<file path="src/rtl/irq_ctrl.sv">
// rtl/irq_ctrl.sv - priority interrupt controller with edge latching, masking and IACK timeout
// Optional IRQ_CTRL_STATS_EN adds a saturating irq_count of retired requests.
module irq_ctrl #(
  parameter int NSRC    = 8,
  parameter int IDW     = 3,
  parameter int TIMEOUT = 64
) (
  input  logic            clk,
  input  logic            reset,
  input  logic [NSRC-1:0] src,
  input  logic            mask_we,
  input  logic [NSRC-1:0] mask_wdata,
  output logic [NSRC-1:0] mask,
  output logic [NSRC-1:0] pending,
  output logic            IRQ,
  input  logic            IACK,
  output logic [IDW-1:0]  irq_id,
  output logic            timeout_err
`ifdef IRQ_CTRL_STATS_EN
  ,
  output logic [15:0]     irq_count
`endif
);

  localparam int CW = $clog2(TIMEOUT + 1);

  typedef enum logic [1:0] {IDLE, REQ, ACKW} state_t;

  state_t          state, state_n;
  logic [NSRC-1:0] src_q;
  logic [NSRC-1:0] edge_det;
  logic [NSRC-1:0] eligible;
  logic [NSRC-1:0] ack_clr;
  logic [IDW-1:0]  sel;
  logic            take;
  logic            retire;
  logic [CW-1:0]   cnt;

  assign edge_det = src & ~src_q;
  assign eligible = pending & mask;

  // Lowest index wins: scan downwards so the last match is the smallest index.
  always_comb begin
    sel = '0;
    for (int i = NSRC - 1; i >= 0; i--) begin
      if (eligible[i]) sel = IDW'(i);
    end
  end

  always_comb begin
    state_n = state;
    take    = 1'b0;
    retire  = 1'b0;
    ack_clr = '0;
    case (state)
      IDLE: begin
        if (|eligible) begin
          state_n = REQ;
          take    = 1'b1;
        end
      end
      REQ: begin
        if (IACK) begin
          state_n = ACKW;
          retire  = 1'b1;
          ack_clr = NSRC'(1) << irq_id;
        end
      end
      ACKW: begin
        if (!IACK) state_n = IDLE;
      end
      default: state_n = IDLE;
    endcase
  end

  always_ff @(posedge clk) begin
    if (reset) begin
      state       <= IDLE;
      src_q       <= '0;
      mask        <= '0;
      pending     <= '0;
      IRQ         <= 1'b0;
      irq_id      <= '0;
      timeout_err <= 1'b0;
      cnt         <= '0;
    end else begin
      state <= state_n;
      src_q <= src;
      if (mask_we) mask <= mask_wdata;
      // A fresh edge on the source being retired re-arms it (set beats clear).
      pending <= (pending & ~ack_clr) | edge_det;
      IRQ     <= (state_n == REQ);
      if (take) begin
        irq_id <= sel;
        cnt    <= '0;
      end else if (state == REQ && !IACK) begin
        if (cnt != CW'(TIMEOUT)) cnt <= cnt + 1'b1;
        if (cnt == CW'(TIMEOUT - 1)) timeout_err <= 1'b1;
      end
    end
  end

`ifdef IRQ_CTRL_STATS_EN
  always_ff @(posedge clk) begin
    if (reset) begin
      irq_count <= '0;
    end else if (retire && irq_count != 16'hFFFF) begin
      irq_count <= irq_count + 16'd1;
    end
  end
`else
  logic unused_retire;
  assign unused_retire = retire;
`endif

endmodule

</file>
<file path="config.mk">
export PLATFORM = sky130hd
export DESIGN_NAME = irq_ctrl
export DESIGN_NICKNAME = d
export VERILOG_FILES = /design/src/rtl/irq_ctrl.sv
export SDC_FILE = /design/constraint.sdc
export NUM_CORES = 1
export LEC_CHECK = 0
export BUFFER_PORTS_ARGS = -buffer_cell sky130_fd_sc_hd__buf_2
export CAP_MARGIN = 20
export CORE_MARGIN = 4
export CORE_UTILIZATION = 51
export DETAILED_ROUTE_END_ITERATION = 8
export PLACE_DENSITY = 0.78
export REMOVE_ABC_BUFFERS = 1
export SETUP_SLACK_MARGIN = 0.05
export SLEW_MARGIN = 40
export SYNTH_ARGS = -nofsm -noshare
export SYNTH_HDL_FRONTEND = slang
export SYNTH_SLANG_ARGS = --single-unit
</file>
<file path="constraint.sdc">
create_clock -name clk -period 1.95 [get_ports clk]
set_input_delay 0.0975 -clock clk [delete_from_list [all_inputs] [get_ports clk]]
set_output_delay 0.0975 -clock clk [all_outputs]
set_load 0.01 [all_outputs]
</file>
==> results of run 1 <==
power groups by stage:
stage	clock network [mW]	registers, mW	logic (mW)
5_1_grt	0.478	0.870	0.255
3_5_place_dp	0	0.881	0.205
2_1_floorplan	0	0.885	0.105
4_1_cts	0.438	0.863	0.230
3_3_place_gp	0	0.877	0.197
6_report	0.421	0.864	0.230
state kept, by name, summed over array words and instances (netlist names):
name / cells
IRQ: 1
cnt: 7
irq_id: 3
mask: 8
pending: 8
src_q: 8
state: 2
timeout_err: 1
worst max path at each step:
stage | startpoint | endpoint | slack [ns] | depth (start not counted)
CTS | state[1] | irq_id[0] | 0.40 | 4
global route | state[1] | irq_id[0] | 0.26 | 4
floorplan | cnt[2] | cnt[1] | 0.55 | 4
global placement | state[1] | irq_id[0] | 0.51 | 4
finish | state[1] | irq_id[0] | 0.36 | 4
detailed placement | state[1] | irq_id[0] | 0.43 | 4
final cells by class:
cell class | instances | area, um^2 | area share
Timing Repair Buffer | 55 | 350 | 0.178
Multi-Input combinational cell | 118 | 747 | 0.380
Clock inverter | 1 | 5.00 | 0.00254
Tap cell | 31 | 38.8 | 0.0197
Sequential cell | 38 | 761 | 0.387
Inverter | 3 | 11.3 | 0.00572
Clock buffer | 7 | 55.1 | 0.0280
metrics by stage:
stage / utilization / power, mW / hold slack [ns]
5_1_grt: 0.696 / 1.60 / 0.0238
6_report: 0.696 / 1.52 / 0.0146
3_3_place_gp: 0.621 / 1.07 / 0.326
3_5_place_dp: 0.621 / 1.09 / 0.334
4_1_cts: 0.696 / 1.53 / 0.00242
2_1_floorplan: - / 0.991 / 0.167
Yosys cell counts, types with 2 or more instances:
master and count:
sky130_fd_sc_hd__a21oi_1 12, sky130_fd_sc_hd__a22oi_1 3, sky130_fd_sc_hd__a32o_1 2, sky130_fd_sc_hd__clkbuf_1 4
sky130_fd_sc_hd__dfxtp_1 38, sky130_fd_sc_hd__ha_1 2, sky130_fd_sc_hd__inv_1 3, sky130_fd_sc_hd__mux2i_1 9
sky130_fd_sc_hd__nand2_1 10, sky130_fd_sc_hd__nand2b_1 10, sky130_fd_sc_hd__nand4_1 2, sky130_fd_sc_hd__nor2_1 21
sky130_fd_sc_hd__nor2_2 2, sky130_fd_sc_hd__nor2b_1 9, sky130_fd_sc_hd__nor3_1 3, sky130_fd_sc_hd__o21ai_0 7
sky130_fd_sc_hd__o31ai_1 2, sky130_fd_sc_hd__xnor2_1 3, sky130_fd_sc_hd__xor2_1 3
logic make-up (layout without fill, tap and decap cells):
group | after synthesis | after routing | synth area share
flops | 38 | 38 | 0.492
simple gates | 67 | 67 | 0.230
compound gates | 34 | 34 | 0.145
buf+inv | 9 | 66 | 0.0251
fa+ha+maj | 2 | 2 | 0.0162
mux | 9 | 9 | 0.0583
xor+xnor | 6 | 6 | 0.0340
layer usage:
layer,global-route usage,vias up,part of all wire
li1,-,680,-
met4,0.0992,0,0.019
met3,0.0497,7,0.046
met2,0.354,42,0.51
met5,0,-,0
met1,0.212,651,0.43
critical path, cell delays in order, from the launching register on:
cell                      delay [ns]
sky130_fd_sc_hd__dfxtp_1        0.38
sky130_fd_sc_hd__or2_0          0.34
sky130_fd_sc_hd__a41oi_1        0.29
sky130_fd_sc_hd__or2_1          0.34
sky130_fd_sc_hd__o22ai_2        0.13
timing repair:
| action | in CTS | in global routing |
|---|---|---|
| hold buffers | 15 | 0 |
| setup endpoints to repair | 0 | 0 |
| endpoints found under the hold margin | 17 | 0 |
| gates resized for setup | 0 | 0 |
==> run summary, run 1 <==
PLACEMENT
-----------------------------------------------------------------------------------------------
Cell count after placement                                                                  230
Dpl ws                                                                                 0.427 ns
RD Place Congestion                                                                       0.819
Number of input and output port buffers inserted                                             40
Post-Place Cell Area                                                                  1760 um^2
HPWL after DPL                                                                          2570 um

YOSYS
-----------------------------------------------------------------------------------------------
Cell type contributing the most total cell area after synthesis                    sky130_fd_sc_hd__dfxtp_1
Cell area after synthesis                                                             1550 um^2
Top cells by area in the synthesized netlist                                       sky130_fd_sc_hd__dfxtp_1 (49%), sky130_fd_sc_hd__mux2i_1 (5.8%), sky130_fd_sc_hd__nor2_1 (5.1%), sky130_fd_sc_hd__nand2b_1 (4.0%), sky130_fd_sc_hd__a21oi_1 (3.9%)
Warnings, synthesis                                                                           0
Fraction of the yosys area taken by sequential cells                                      0.492
Number of flops mapped to enable cells by yosys                                               0
Top FF cell, synth                                                                 sky130_fd_sc_hd__dfxtp_1
Synth Register Bits                                                                          38
Async SR Flop Fraction                                                                        0
Area share of the largest cell type after synthesis                                       0.492
Synthesized area divided by synthesized cell count                                    9.37 um^2
Post-Syn Instances                                                                          165
Number of different library cells in the post-synthesis netlist                              39

GLOBAL ROUTING
-----------------------------------------------------------------------------------------------
Vias in the first global route                                                             1410
Pin count of the biggest net entering global routing                                         33
Number of antenna violations at the first check in global routing                             0
Total grt overflow                                                                            0
Global-route wire length before repair                                                  6140 um
GRT Total Usage                                                                           0.197

CLOCKING
-----------------------------------------------------------------------------------------------
Sink Count                                                                                   38
Clock tree root buffer cell                                                        sky130_fd_sc_hd__clkbuf_4
Number of buffers added by the clock tree synthesis step                                      5
Clock input transition at the sequential cells of the worst setup and hold paths        0.11 ns
Clock Latency Late Sink                                                                 0.34 ns
Post-CTS setup-driven buffer insertion count                                                  0
TritonCTS clock tree                                                                       done
H-tree levels                                                                                 2
Buffer depth of the longest clock path                                                        2

FINISH
-----------------------------------------------------------------------------------------------
Total Nets Final                                                                            243
Layout-stage area growth over the synthesis result                                        27.3%
Cell area after layout                                                                1970 um^2
Fraction of layout instances using a drive strength above 1                               0.243
Most frequent cells in the layout                                                  sky130_fd_sc_hd__buf_2 (40), sky130_fd_sc_hd__dfxtp_1 (38), sky130_fd_sc_hd__nor2_1 (21)
Fill count                                                                                  220
Antenna diode count                                                                           0
Non-filler cells, final                                                                     253
Leading cell type in the layout, fill and taps excluded                            sky130_fd_sc_hd__buf_2

TIMING
-----------------------------------------------------------------------------------------------
Final Hold Violating Endpoints                                                                0
Period minus WS final                                                                   1.59 ns
Number of setup violations in the final report                                                0
Slew at the pin with the worst max-slew slack                                          0.537 ns
Final-report max-slew violation count                                                         0
Worst-case setup margin in the final layout                                            0.363 ns
Peak clock frequency supported by timing                                              0.630 GHz
Fin crit share                                                                            0.814
Final setup skew                                                                     0.00608 ns
Unrepaired setup endpoints after global routing                                           false
Normalized max-slew margin                                                                0.642
Total negative slack                                                                       0 ns

FLOORPLAN
-----------------------------------------------------------------------------------------------
Area of the core                                                                      2830 um^2
Die footprint                                                                         3980 um^2
Initial standard-cell utilization of the core                                             0.547
Die W                                                                                   63.1 um
Die outline height                                                                      63.1 um
Std cell rows                                                                                19
Top-level port count                                                                         41

CRITICAL PATH
-----------------------------------------------------------------------------------------------
Depth of the most critical reg-to-reg path                                                    4
Worst setup path category                                                            reg -> reg
Crit. End Element                                                                      register
Critical Path Start Type                                                               register
Critical path data required time                                                        2.17 ns
Signal arrival time at the worst endpoint                                               1.81 ns
Max Fanout on Critical Path                                                                   8
Critical register-to-register path endpoint                                           irq_id[0]
Origin of the critical flop-to-flop path                                               state[1]
Setup slack of the most critical reg-to-reg path                                        0.36 ns

DETAILED ROUTING
-----------------------------------------------------------------------------------------------
Wire length reported by the detailed router                                             3610 um
Vias post-DR                                                                               1380
DRC violations left                                                                           0
Detail Route Antenna Nets                                                                     0
Detailed-routing iteration count for the pre-antenna-repair pass                              6
Routed wire length per instance                                                         14.3 um
Number of design-rule violations left by the first detailed-router iteration                 60
Per-cell via count in the routed design                                                    5.45

POWER AND IR DROP
-----------------------------------------------------------------------------------------------
Leakage component of the power                                                         0.846 nW
Fraction of power spent switching nets                                                    0.269
Cell-internal power                                                                     1.11 mW
Worst vdd rail ir drop                                                                 0.476 mV
Combinational power share                                                                 0.152
Switching power summed over all nets                                                   0.407 mW
Power share of the sequential group                                                       0.570
Power density over cell area                                                        770 nW/um^2
Clock share of power                                                                      0.278

HOLD PATH
-----------------------------------------------------------------------------------------------
Origin of the worst min-delay path                                                 mask_wdata[3]
Cell depth of the worst min-delay path                                                        3
Worst Hold Endpoint                                                                     mask[3]
Type of the worst min-delay path                                                      in -> reg

OUTCOME
-----------------------------------------------------------------------------------------------
Run status                                                                         complete, no violations

JOB
-----------------------------------------------------------------------------------------------
Max-cap violations                                                                            0

Power figures use the tool's default switching activity.
==> run 2, diff against run 1 <==
- CORE_UTILIZATION: 51 -> 46
- PLACE_DENSITY: 0.78 -> 0.74
- clock period: 1.95 -> 1.35 ns (I/O delays scaled with it)
==> run 2 against run 1 <==
- the run now ends with setup timing left
- register-to-register slack got worse by 0.46 ns
- core utilization grew 2.9 points
- global-route usage rose by 1.3 points
- power increased by 53%
- largest power group unchanged
- sequential power grew 45%
- clock-buffer cell count shrank 1
- critical path depth unchanged
==> run summary, run 2 (synthesis results as in run 1) <==
PLACEMENT
-----------------------------------------------------------------------------------------------
Post-Place Cell Area                                                                  1900 um^2   was 1760 um^2
Number of input and output port buffers inserted                                             40   unchanged
RD Place Congestion                                                                       0.811   was 0.819
HPWL after DPL                                                                          2850 um   was 2570 um
Cell count after placement                                                                  260   was 230

CRITICAL PATH
-----------------------------------------------------------------------------------------------
Worst setup path category                                                            reg -> reg   unchanged
Crit. End Element                                                                      register   unchanged
Signal arrival time at the worst endpoint                                               1.71 ns   was 1.81 ns
Critical path data required time                                                        1.61 ns   was 2.17 ns
Critical Path Start Type                                                               register   unchanged
Setup slack of the most critical reg-to-reg path                                        -0.1 ns   was 0.36 ns
Max Fanout on Critical Path                                                                   2   was 8

CLOCKING
-----------------------------------------------------------------------------------------------
Clock input transition at the sequential cells of the worst setup and hold paths        0.11 ns   about the same
Clock Latency Late Sink                                                                 0.35 ns   was 0.34 ns
H-tree levels                                                                                 2   unchanged
Clock tree root buffer cell                                                        sky130_fd_sc_hd__clkbuf_4   unchanged
TritonCTS clock tree                                                                       done   unchanged
Number of buffers added by the clock tree synthesis step                                      5   unchanged
Buffer depth of the longest clock path                                                        2   unchanged
Sink Count                                                                                   38   unchanged

GLOBAL ROUTING
-----------------------------------------------------------------------------------------------
GRT Total Usage                                                                           0.210   was 0.197
Met2 Track Usage GR                                                                       0.348   was 0.354
GRT met3 Usage                                                                           0.0459   was 0.0497
Pin count of the biggest net entering global routing                                         22   was 33
Total grt overflow                                                                            0   unchanged
Busiest layer in global routing                                                            met2   unchanged
Global-route wire length before repair                                                  6930 um   was 6140 um
Vias in the first global route                                                             1545   was 1410
Met1 routing resource usage after global routing                                          0.258   was 0.212
Number of antenna violations at the first check in global routing                             0   unchanged

JOB
-----------------------------------------------------------------------------------------------
Max-cap violations                                                                            0   unchanged

POWER AND IR DROP
-----------------------------------------------------------------------------------------------
Power density over cell area                                                       1020 nW/um^2   was 770 nW/um^2
Overall power                                                                           2.32 mW   was 1.52 mW
Worst vdd rail ir drop                                                                 0.880 mV   was 0.476 mV
Leakage component of the power                                                         0.962 nW   was 0.846 nW

TIMING
-----------------------------------------------------------------------------------------------
Number of setup violations in the final report                                                3   was 0
Period minus WS final                                                                   1.45 ns   was 1.59 ns
Final-report max-slew violation count                                                         0   unchanged
Final Hold Violating Endpoints                                                                0   unchanged
Final setup skew                                                                     0.00614 ns   was 0.00608 ns
Peak clock frequency supported by timing                                              0.690 GHz   was 0.630 GHz
Fin crit share                                                                             1.07   was 0.814
Slew at the pin with the worst max-slew slack                                          0.275 ns   was 0.537 ns
Unrepaired setup endpoints after global routing                                            true   was false
Normalized max-slew margin                                                                0.816   was 0.642
Smallest hold slack                                                                   0.0356 ns   was 0.0146 ns
Total negative slack                                                                  -0.261 ns   was 0 ns
Worst-case setup margin in the final layout                                          -0.0997 ns   was 0.363 ns

FINISH
-----------------------------------------------------------------------------------------------
Cell area after layout                                                                2270 um^2   was 1970 um^2
Total Nets Final                                                                            265   was 243
Layout-stage area growth over the synthesis result                                        46.6%   was 27.3%
Non-filler cells, final                                                                     288   was 253
Antenna diode count                                                                           0   unchanged
Most frequent cells in the layout                                                  sky130_fd_sc_hd__buf_2 (40), sky130_fd_sc_hd__dfxtp_1 (27), sky130_fd_sc_hd__nor2_1 (21)   was sky130_fd_sc_hd__buf_2 (40), sky130_fd_sc_hd__dfxtp_1 (38), sky130_fd_sc_hd__nor2_1 (21)
Leading cell type in the layout, fill and taps excluded                            sky130_fd_sc_hd__buf_2   unchanged
Fraction of layout instances using a drive strength above 1                               0.406   was 0.243
Largest registers                                                                  mask x8, pending x8, src_q x8   unchanged

DETAILED ROUTING
-----------------------------------------------------------------------------------------------
Number of design-rule violations left by the first detailed-router iteration                 66   was 60
Detail Route Antenna Nets                                                                     0   unchanged
Wire length reported by the detailed router                                             4190 um   was 3610 um
Vias post-DR                                                                               1498   was 1380
DRC violations left                                                                           0   unchanged
Per-cell via count in the routed design                                                    5.20   was 5.45
Detailed-routing iteration count for the pre-antenna-repair pass                              4   was 6
Routed wire length per instance                                                         14.6 um   was 14.3 um

FLOORPLAN
-----------------------------------------------------------------------------------------------
Die footprint                                                                         4350 um^2   was 3980 um^2
Die W                                                                                   66.0 um   was 63.1 um
Initial standard-cell utilization of the core                                             0.494   was 0.547
Die outline height                                                                      66.0 um   was 63.1 um
Area of the core                                                                      3130 um^2   was 2830 um^2
Top-level port count                                                                         41   unchanged
Std cell rows                                                                                20   was 19

OUTCOME
-----------------------------------------------------------------------------------------------
Run status                                                                         finished, violations left   was complete, no violations
Violated checks                                                                    setup timing

HOLD PATH
-----------------------------------------------------------------------------------------------
Type of the worst min-delay path                                                      in -> reg   unchanged

[run 2: changes by cell type in the layout (fill, tap and decap cells not counted), moves of 2 or more]
cell	delta
sky130_fd_sc_hd__dfxtp_1	-11
sky130_fd_sc_hd__dlygate4sd3_1	+2
sky130_fd_sc_hd__buf_4	+20
sky130_fd_sc_hd__a22oi_2	+3
sky130_fd_sc_hd__dfxtp_4	+3
sky130_fd_sc_hd__or2_4	+2
sky130_fd_sc_hd__dfxtp_2	+8
sky130_fd_sc_hd__a22oi_1	-3
[run 2: metrics by stage]
stage,util,worst slack (ns)
after floorplan,-,-0.0455
after global placement,0.608,-0.0390
after detailed placement,0.608,-0.0947
after CTS,0.695,-0.0969
after global routing,0.725,-0.153
final,0.725,-0.0997
[run 2: final cells by class]
type / count / area, um^2
multi-input cells: 118 / 835
flip-flops and latches: 38 / 782
clock inverters: 2 / 12.5
clock buffers: 6 / 51.3
repair buffers: 77 / 520
fillers: 240 / 861
inverters: 3 / 11.3
well taps: 44 / 55.1
[run 2: worst paths after layout]
kind | endpoint | from | cells past startpoint
hold reg to reg | pending[2] | src_q[2] | 2
hold / removal | mask[1] | reset | 2
setup reg to reg | cnt[2] | cnt[2] | 4
setup / recovery | cnt[2] | cnt[2] | 4
[run 2: worst max-delay path, cell delays in order (launching register included)]
cell	delay, ns
sky130_fd_sc_hd__dfxtp_1	0.33
sky130_fd_sc_hd__or4_4	0.55
sky130_fd_sc_hd__o211ai_1	0.24
sky130_fd_sc_hd__xor2_1	0.18
sky130_fd_sc_hd__nor2_1	0.06
[run 2: metal layers]
| metal | wire length (um) | vias to the layer above |
|---|---|---|
| met3 | 179 | 10 |
| met5 | 0 | - |
| met4 | 93 | 0 |
| li1 | - | 729 |
| met2 | 2060 | 43 |
| met1 | 1860 | 716 |
[run 2: power breakdown]
part | internal, mW | leakage [nW] | total, mW | switching (mW)
registers | 1.19 | 0.318 | 1.25 | 0.0625
clock network | 0.250 | 0.0343 | 0.633 | 0.382
logic | 0.233 | 0.610 | 0.436 | 0.202
[run 2: timing repair]
action | in CTS | in global routing
pin swaps | 0 | 7
endpoints found under the setup margin | 8 | 12
gates resized for setup | 7 | 24
hold buffers | 17 | 0
setup buffers | 0 | 3
hold endpoints to repair | 25 | 0
